===== config.mk =====
export PLATFORM = sky130hd
export DESIGN_NAME = bilateral_filter
export DESIGN_NICKNAME = d
export VERILOG_FILES = /design/src/rtl/filter_pkg.sv /design/src/rtl/bilateral_div.sv /design/src/rtl/bilateral_filter.sv
export SDC_FILE = /design/constraint.sdc
export NUM_CORES = 1
export LEC_CHECK = 0
export CAP_MARGIN = 20
export CORE_ASPECT_RATIO = 0.6
export CORE_MARGIN = 4
export CORE_UTILIZATION = 62
export DETAILED_ROUTE_END_ITERATION = 10
export GPL_TIMING_DRIVEN = 0
export PLACE_DENSITY_LB_ADDON = 0.1
export SYNTH_ARGS = -nofsm -noshare
export SYNTH_HDL_FRONTEND = slang
export SYNTH_SLANG_ARGS = --single-unit

===== constraint.sdc =====
create_clock -name clk -period 29.4 [get_ports clk]
set_input_delay 7.35 -clock clk [delete_from_list [all_inputs] [get_ports clk]]
set_output_delay 7.35 -clock clk [all_outputs]
set_load 0.05 [all_outputs]

===== src/rtl/filter_pkg.sv =====
// rtl/filter_pkg.sv - shared 3x3 kernel constants and range-weight helper for the smoothing filters
package filter_pkg;

  localparam int CENTER_IDX   = 4;
  localparam int KERNEL_SHIFT = 4;

  localparam logic [2:0] SW_CORNER = 3'd1;
  localparam logic [2:0] SW_EDGE   = 3'd2;
  localparam logic [2:0] SW_CENTER = 3'd4;

  typedef enum logic [2:0] {
    RW_NONE = 3'd0,
    RW_FAR  = 3'd1,
    RW_MID  = 3'd2,
    RW_NEAR = 3'd4
  } range_w_e;

  function automatic logic [2:0] spatial_weight(input int k);
    case (k)
      0, 2, 6, 8: spatial_weight = SW_CORNER;
      1, 3, 5, 7: spatial_weight = SW_EDGE;
      default:    spatial_weight = SW_CENTER;
    endcase
  endfunction

  // One extra bit on every compare so 2*d and 2*sigma never wrap.
  function automatic range_w_e range_weight(input logic [15:0] d, input logic [15:0] sigma);
    logic [16:0] d2;
    logic [16:0] s2;
    d2 = {d, 1'b0};
    s2 = {sigma, 1'b0};
    if (d2 < {1'b0, sigma})
      range_weight = RW_NEAR;
    else if (d < sigma)
      range_weight = RW_MID;
    else if ({1'b0, d} < s2)
      range_weight = RW_FAR;
    else
      range_weight = RW_NONE;
  endfunction

endpackage


===== src/rtl/bilateral_div.sv =====
// rtl/bilateral_div.sv - combinational round-half-up divider with clamp and zero-weight fallback
module bilateral_div #(
  parameter int PIXEL_WIDTH = 8
) (
  input  logic [PIXEL_WIDTH+5:0] num,
  input  logic [6:0]             den,
  input  logic [PIXEL_WIDTH-1:0] fallback,
  output logic [PIXEL_WIDTH-1:0] quot
);

  localparam int NW = PIXEL_WIDTH + 7;
  localparam logic [NW-1:0] PIX_MAX = NW'((1 << PIXEL_WIDTH) - 1);

  logic [NW-1:0] num_rnd;
  logic [NW-1:0] q_full;

  always_comb begin
    num_rnd = NW'(num) + NW'(den >> 1);
    q_full  = '0;
    quot    = fallback;
    if (den != 7'd0) begin
      q_full = num_rnd / NW'(den);
      quot   = (q_full > PIX_MAX) ? '1 : q_full[PIXEL_WIDTH-1:0];
    end
  end

endmodule


===== src/rtl/bilateral_filter.sv =====
// rtl/bilateral_filter.sv - 2-stage edge-preserving 3x3 filter replacing the window centre pixel
module bilateral_filter
  import filter_pkg::*;
#(
  parameter int PIXEL_WIDTH = 8,
  parameter int SIGMA_RANGE = 30
) (
  input  logic                     clk,
  input  logic                     rst_n,
  input  logic                     window_valid,
  input  logic [9*PIXEL_WIDTH-1:0] window_flat,
  output logic                     filter_valid,
  output logic [9*PIXEL_WIDTH-1:0] window_filtered
);

  localparam int PW = PIXEL_WIDTH;
  localparam int SW = PIXEL_WIDTH + 6;
  localparam int WW = 9 * PIXEL_WIDTH;

  logic          s1_valid_q, s1_valid_d;
  logic [WW-1:0] s1_window_q, s1_window_d;
  logic [6:0]    s1_wsum_q, s1_wsum_d;
  logic [SW-1:0] s1_psum_q, s1_psum_d;
  logic          filter_valid_q, filter_valid_d;
  logic [WW-1:0] window_filtered_q, window_filtered_d;

  logic [PW-1:0] centre;
  logic [PW-1:0] pix;
  logic [PW-1:0] diff;
  range_w_e      rw;
  logic [4:0]    w;
  logic [6:0]    wsum_c;
  logic [SW-1:0] psum_c;
  logic [PW-1:0] div_quot;

  // Stage 1: per-neighbour weights and the two accumulators.
  always_comb begin
    centre = window_flat[CENTER_IDX*PW +: PW];
    pix    = '0;
    diff   = '0;
    rw     = RW_NONE;
    w      = '0;
    wsum_c = '0;
    psum_c = '0;
    for (int k = 0; k < 9; k++) begin
      pix    = window_flat[k*PW +: PW];
      diff   = (pix >= centre) ? (pix - centre) : (centre - pix);
      rw     = range_weight(16'(diff), 16'(SIGMA_RANGE));
      w      = {2'b00, spatial_weight(k)} * {2'b00, rw};
      wsum_c = wsum_c + 7'(w);
      psum_c = psum_c + SW'(w) * SW'(pix);
    end
    s1_valid_d  = window_valid;
    s1_window_d = window_valid ? window_flat : s1_window_q;
    s1_wsum_d   = window_valid ? wsum_c : s1_wsum_q;
    s1_psum_d   = window_valid ? psum_c : s1_psum_q;
  end

  bilateral_div #(
    .PIXEL_WIDTH(PIXEL_WIDTH)
  ) u_div (
    .num     (s1_psum_q),
    .den     (s1_wsum_q),
    .fallback(s1_window_q[CENTER_IDX*PW +: PW]),
    .quot    (div_quot)
  );

  always_comb begin
    filter_valid_d    = s1_valid_q;
    window_filtered_d = window_filtered_q;
    if (s1_valid_q) begin
      window_filtered_d = s1_window_q;
      window_filtered_d[CENTER_IDX*PW +: PW] = div_quot;
    end
  end

  always_ff @(posedge clk or negedge rst_n) begin
    if (!rst_n) begin
      s1_valid_q        <= 1'b0;
      s1_window_q       <= '0;
      s1_wsum_q         <= '0;
      s1_psum_q         <= '0;
      filter_valid_q    <= 1'b0;
      window_filtered_q <= '0;
    end else begin
      s1_valid_q        <= s1_valid_d;
      s1_window_q       <= s1_window_d;
      s1_wsum_q         <= s1_wsum_d;
      s1_psum_q         <= s1_psum_d;
      filter_valid_q    <= filter_valid_d;
      window_filtered_q <= window_filtered_d;
    end
  end

  assign filter_valid    = filter_valid_q;
  assign window_filtered = window_filtered_q;

endmodule


==> results.md <==
* Count of final hold-check violations at 0
* DR WL/cell at 21.42 µm
* Synth-to-layout area growth at 14.72%
* Synth unique cells at 94
* Total wire length at 70.20 mm
* I/O pins at between 100 and 150
* Design Area, Final at roughly 27000 µm²
* Gr ovfl total at 0
* Tmin final at 28.03 ns
* Fin Setup TNS at 0 ns
* Most frequent cells in the layout: inv_1, ha_1, nand2_1
* Die Area at 40620 µm²
* Clk Latency, worst-skew pair at 0.46 ns
* Slew margin rel. at 20.40%
* CTS tree: yes
* Post-synth EDFFs at 0
* Vias at about 20000
* RR Endpoint: window_filtered[32]
* Rows at 54
* Pre-CTS setup slack at -2.913 ns
* Drt initial violations at 1825
* Syn Nets at 3103
* Post-synth top flop: dfrtp_1
* Actual slew at the worst max-slew pin at 1.175 ns
* Initial antenna violation count at 2
* Async SR Flop Fraction at 100.0%
* Status: finished clean
* Post-route clock period utilization at 95.35%
* Setup crit end: window_filtered[32]
* Largest net degree at the start of global routing at around 110
* # DRC at 0
* Worst Path Arrival at 28.38 ns
* Syn Std Cell Area at 23160 µm²
* Die width at 257.5 µm
* Root Buffer: clkbuf_16
* Final nets at roughly 3300
* Util after Layout at 72.57%
* GRT Total Usage at 35.08%
* Vias in the first global route at 20120
* Max FO, Critical Path at 10
* CORE AREA at 36620 µm²
* Synth Area per Inst at 9.077 µm²
* Fmax at 0.03567 GHz
* Final ANT Viol Nets at 0
* Max Clock Skew at 0.007346 ns
* CTS Buf Count at 17
* Share of post-route cells with drive strength above 1 at between 10% and 20%
* Placer Congestion at 0.9693
* Seq/Total Area, Yosys at 18.04%
* Yosys reg bits at 167
* Max stage delay on crit path at 0.49 ns
* Yosys warnings at 0
* Critical path type: register to register
* Vias/cell at 6.095
* Most common cell after layout, fill and taps aside: inv_1
* Mapped Cells at 2552
* Global-route wire length before repair at 111.3 mm
* Worst Setup Start Kind: register
* Maxcap violations at 0
* Min-delay worst type: register to register
* Die height at ~160 µm
* Clock Path Buffers at 2
* Sink Count at 167
* Final setup margin at 1.367 ns
* Final setup violation count at 0
* FF-to-FF path depth at 139
* Post-detail-place hpwl at 56.79 mm
* Drt pass-1 iters at 6
* CP required at a little under 30 ns
* Buffers on Ports at 147
* Max-slew violations at 0
* Crit end category: register
* Diode count at 0
* Crit path from: s1_wsum_q[1]
* Reg-to-reg slack, setup at 1.37 ns
* Worst R2R Start: s1_wsum_q[1]
* Crit path top cell by count: o21a_1
* Critical Path Slowest Stage Cell: or4b_1
* Clk pin slew, worst setup/hold paths at 0.07 ns
* Starting density of the core at 63.25%
* # H-tree levels at 4
* Post-DP Area at 25390 µm²
[worst min path at each step]
stage,cells past startpoint,to,from
6_report,0,filter_valid,filter_valid_d
3_5_place_dp,0,filter_valid,filter_valid_d
2_1_floorplan,0,filter_valid,filter_valid_d
3_3_place_gp,0,filter_valid,filter_valid_d
5_1_grt,0,filter_valid,filter_valid_d
4_1_cts,0,filter_valid,filter_valid_d
[area by class of cell]
type                    instances  area, µm²
flip-flops and latches        167       4182
repair buffers                190       1849
inverters                     379       1426
clock inverters                13      181.4
well taps                     504      630.6
clock buffers                  19      452.9
multi-input cells            1970      17690
plain buffers                  35      160.2
fillers                      2843      10050
[critical path: cells and delay by family (launching register included)]
kind,cells,cell delay (ns)
AO/OA/AOI/OAI,73,14.13
adder cells (fa/ha/maj),17,5.23
buffers and inverters,8,1.27
flip-flops,1,0.42
multiplexers,5,1.52
AND/OR/NAND/NOR,36,5.30
[metal layers]
layer  GRT usage, %  wire [µm]  vias up
met5              0         15        -
met4          8.361       1503        2
met3          8.265       7115      111
met2          50.91      28110      867
met1          53.17      33450     9840
li1               -          -     9153
[Yosys cell counts, types with 13 or more instances]
master	n	area, µm²
mux2_2	174	1959
a31oi_1	13	81.33
inv_1	379	1423
dfrtp_1	167	4179
o31ai_1	18	135.1
mux2i_1	59	590.6
a21oi_1	152	760.7
ha_1	291	3641
nand2_1	241	904.6
o21bai_1	30	225.2
nand4_1	18	112.6
nor3_1	64	320.3
o21ai_0	79	395.4
xor2_1	38	332.8
o21a_1	39	292.8
nor2b_1	24	150.1
nand2b_1	32	200.2
and2_1	39	244.0
o21ai_1	14	70.07
xnor2_1	78	683.2
clkbuf_1	28	105.1
fa_1	185	3704
nand3_1	33	165.2
a21o_1	47	352.8
nor2_1	115	431.7
[flip-flops by register name (all words and copies together), names as in the netlist]
signal	flops
s1_psum_q	14
s1_window_q	72
filter_valid_d	1
s1_wsum_q	7
filter_valid	1
window_filtered	72
[kinds of logic (layout without fill, tap and decap cells)]
group | after synthesis | after routing | synth area share (%)
AOI/OAI and AO/OA | 506 | 506 | 14.52
xor gates and xnor gates | 117 | 117 | 4.483
adders and majority gates | 476 | 476 | 31.71
buffers and inverters | 415 | 636 | 6.801
DFF | 167 | 167 | 18.04
muxes | 238 | 238 | 11.33
and+or+nand+nor | 633 | 633 | 13.11
[what timing repair did]
item,CTS,global route
buffers inserted,5,29
pin swaps,3,21
resized for setup,22,49
hold buffers,0,0
endpoints found under the setup margin,2,2
[metrics by stage]
step	hold slack, ns	std cells
floorplan	0.3519	2552
global placement	0.3624	3203
detailed placement	0.3769	3209
CTS	0.3940	3245
global route	0.4087	3277
finish	0.3963	3277
Power is not shown: default switching activity piles up to over one toggle a cycle in this logic, so the estimate is an artifact.
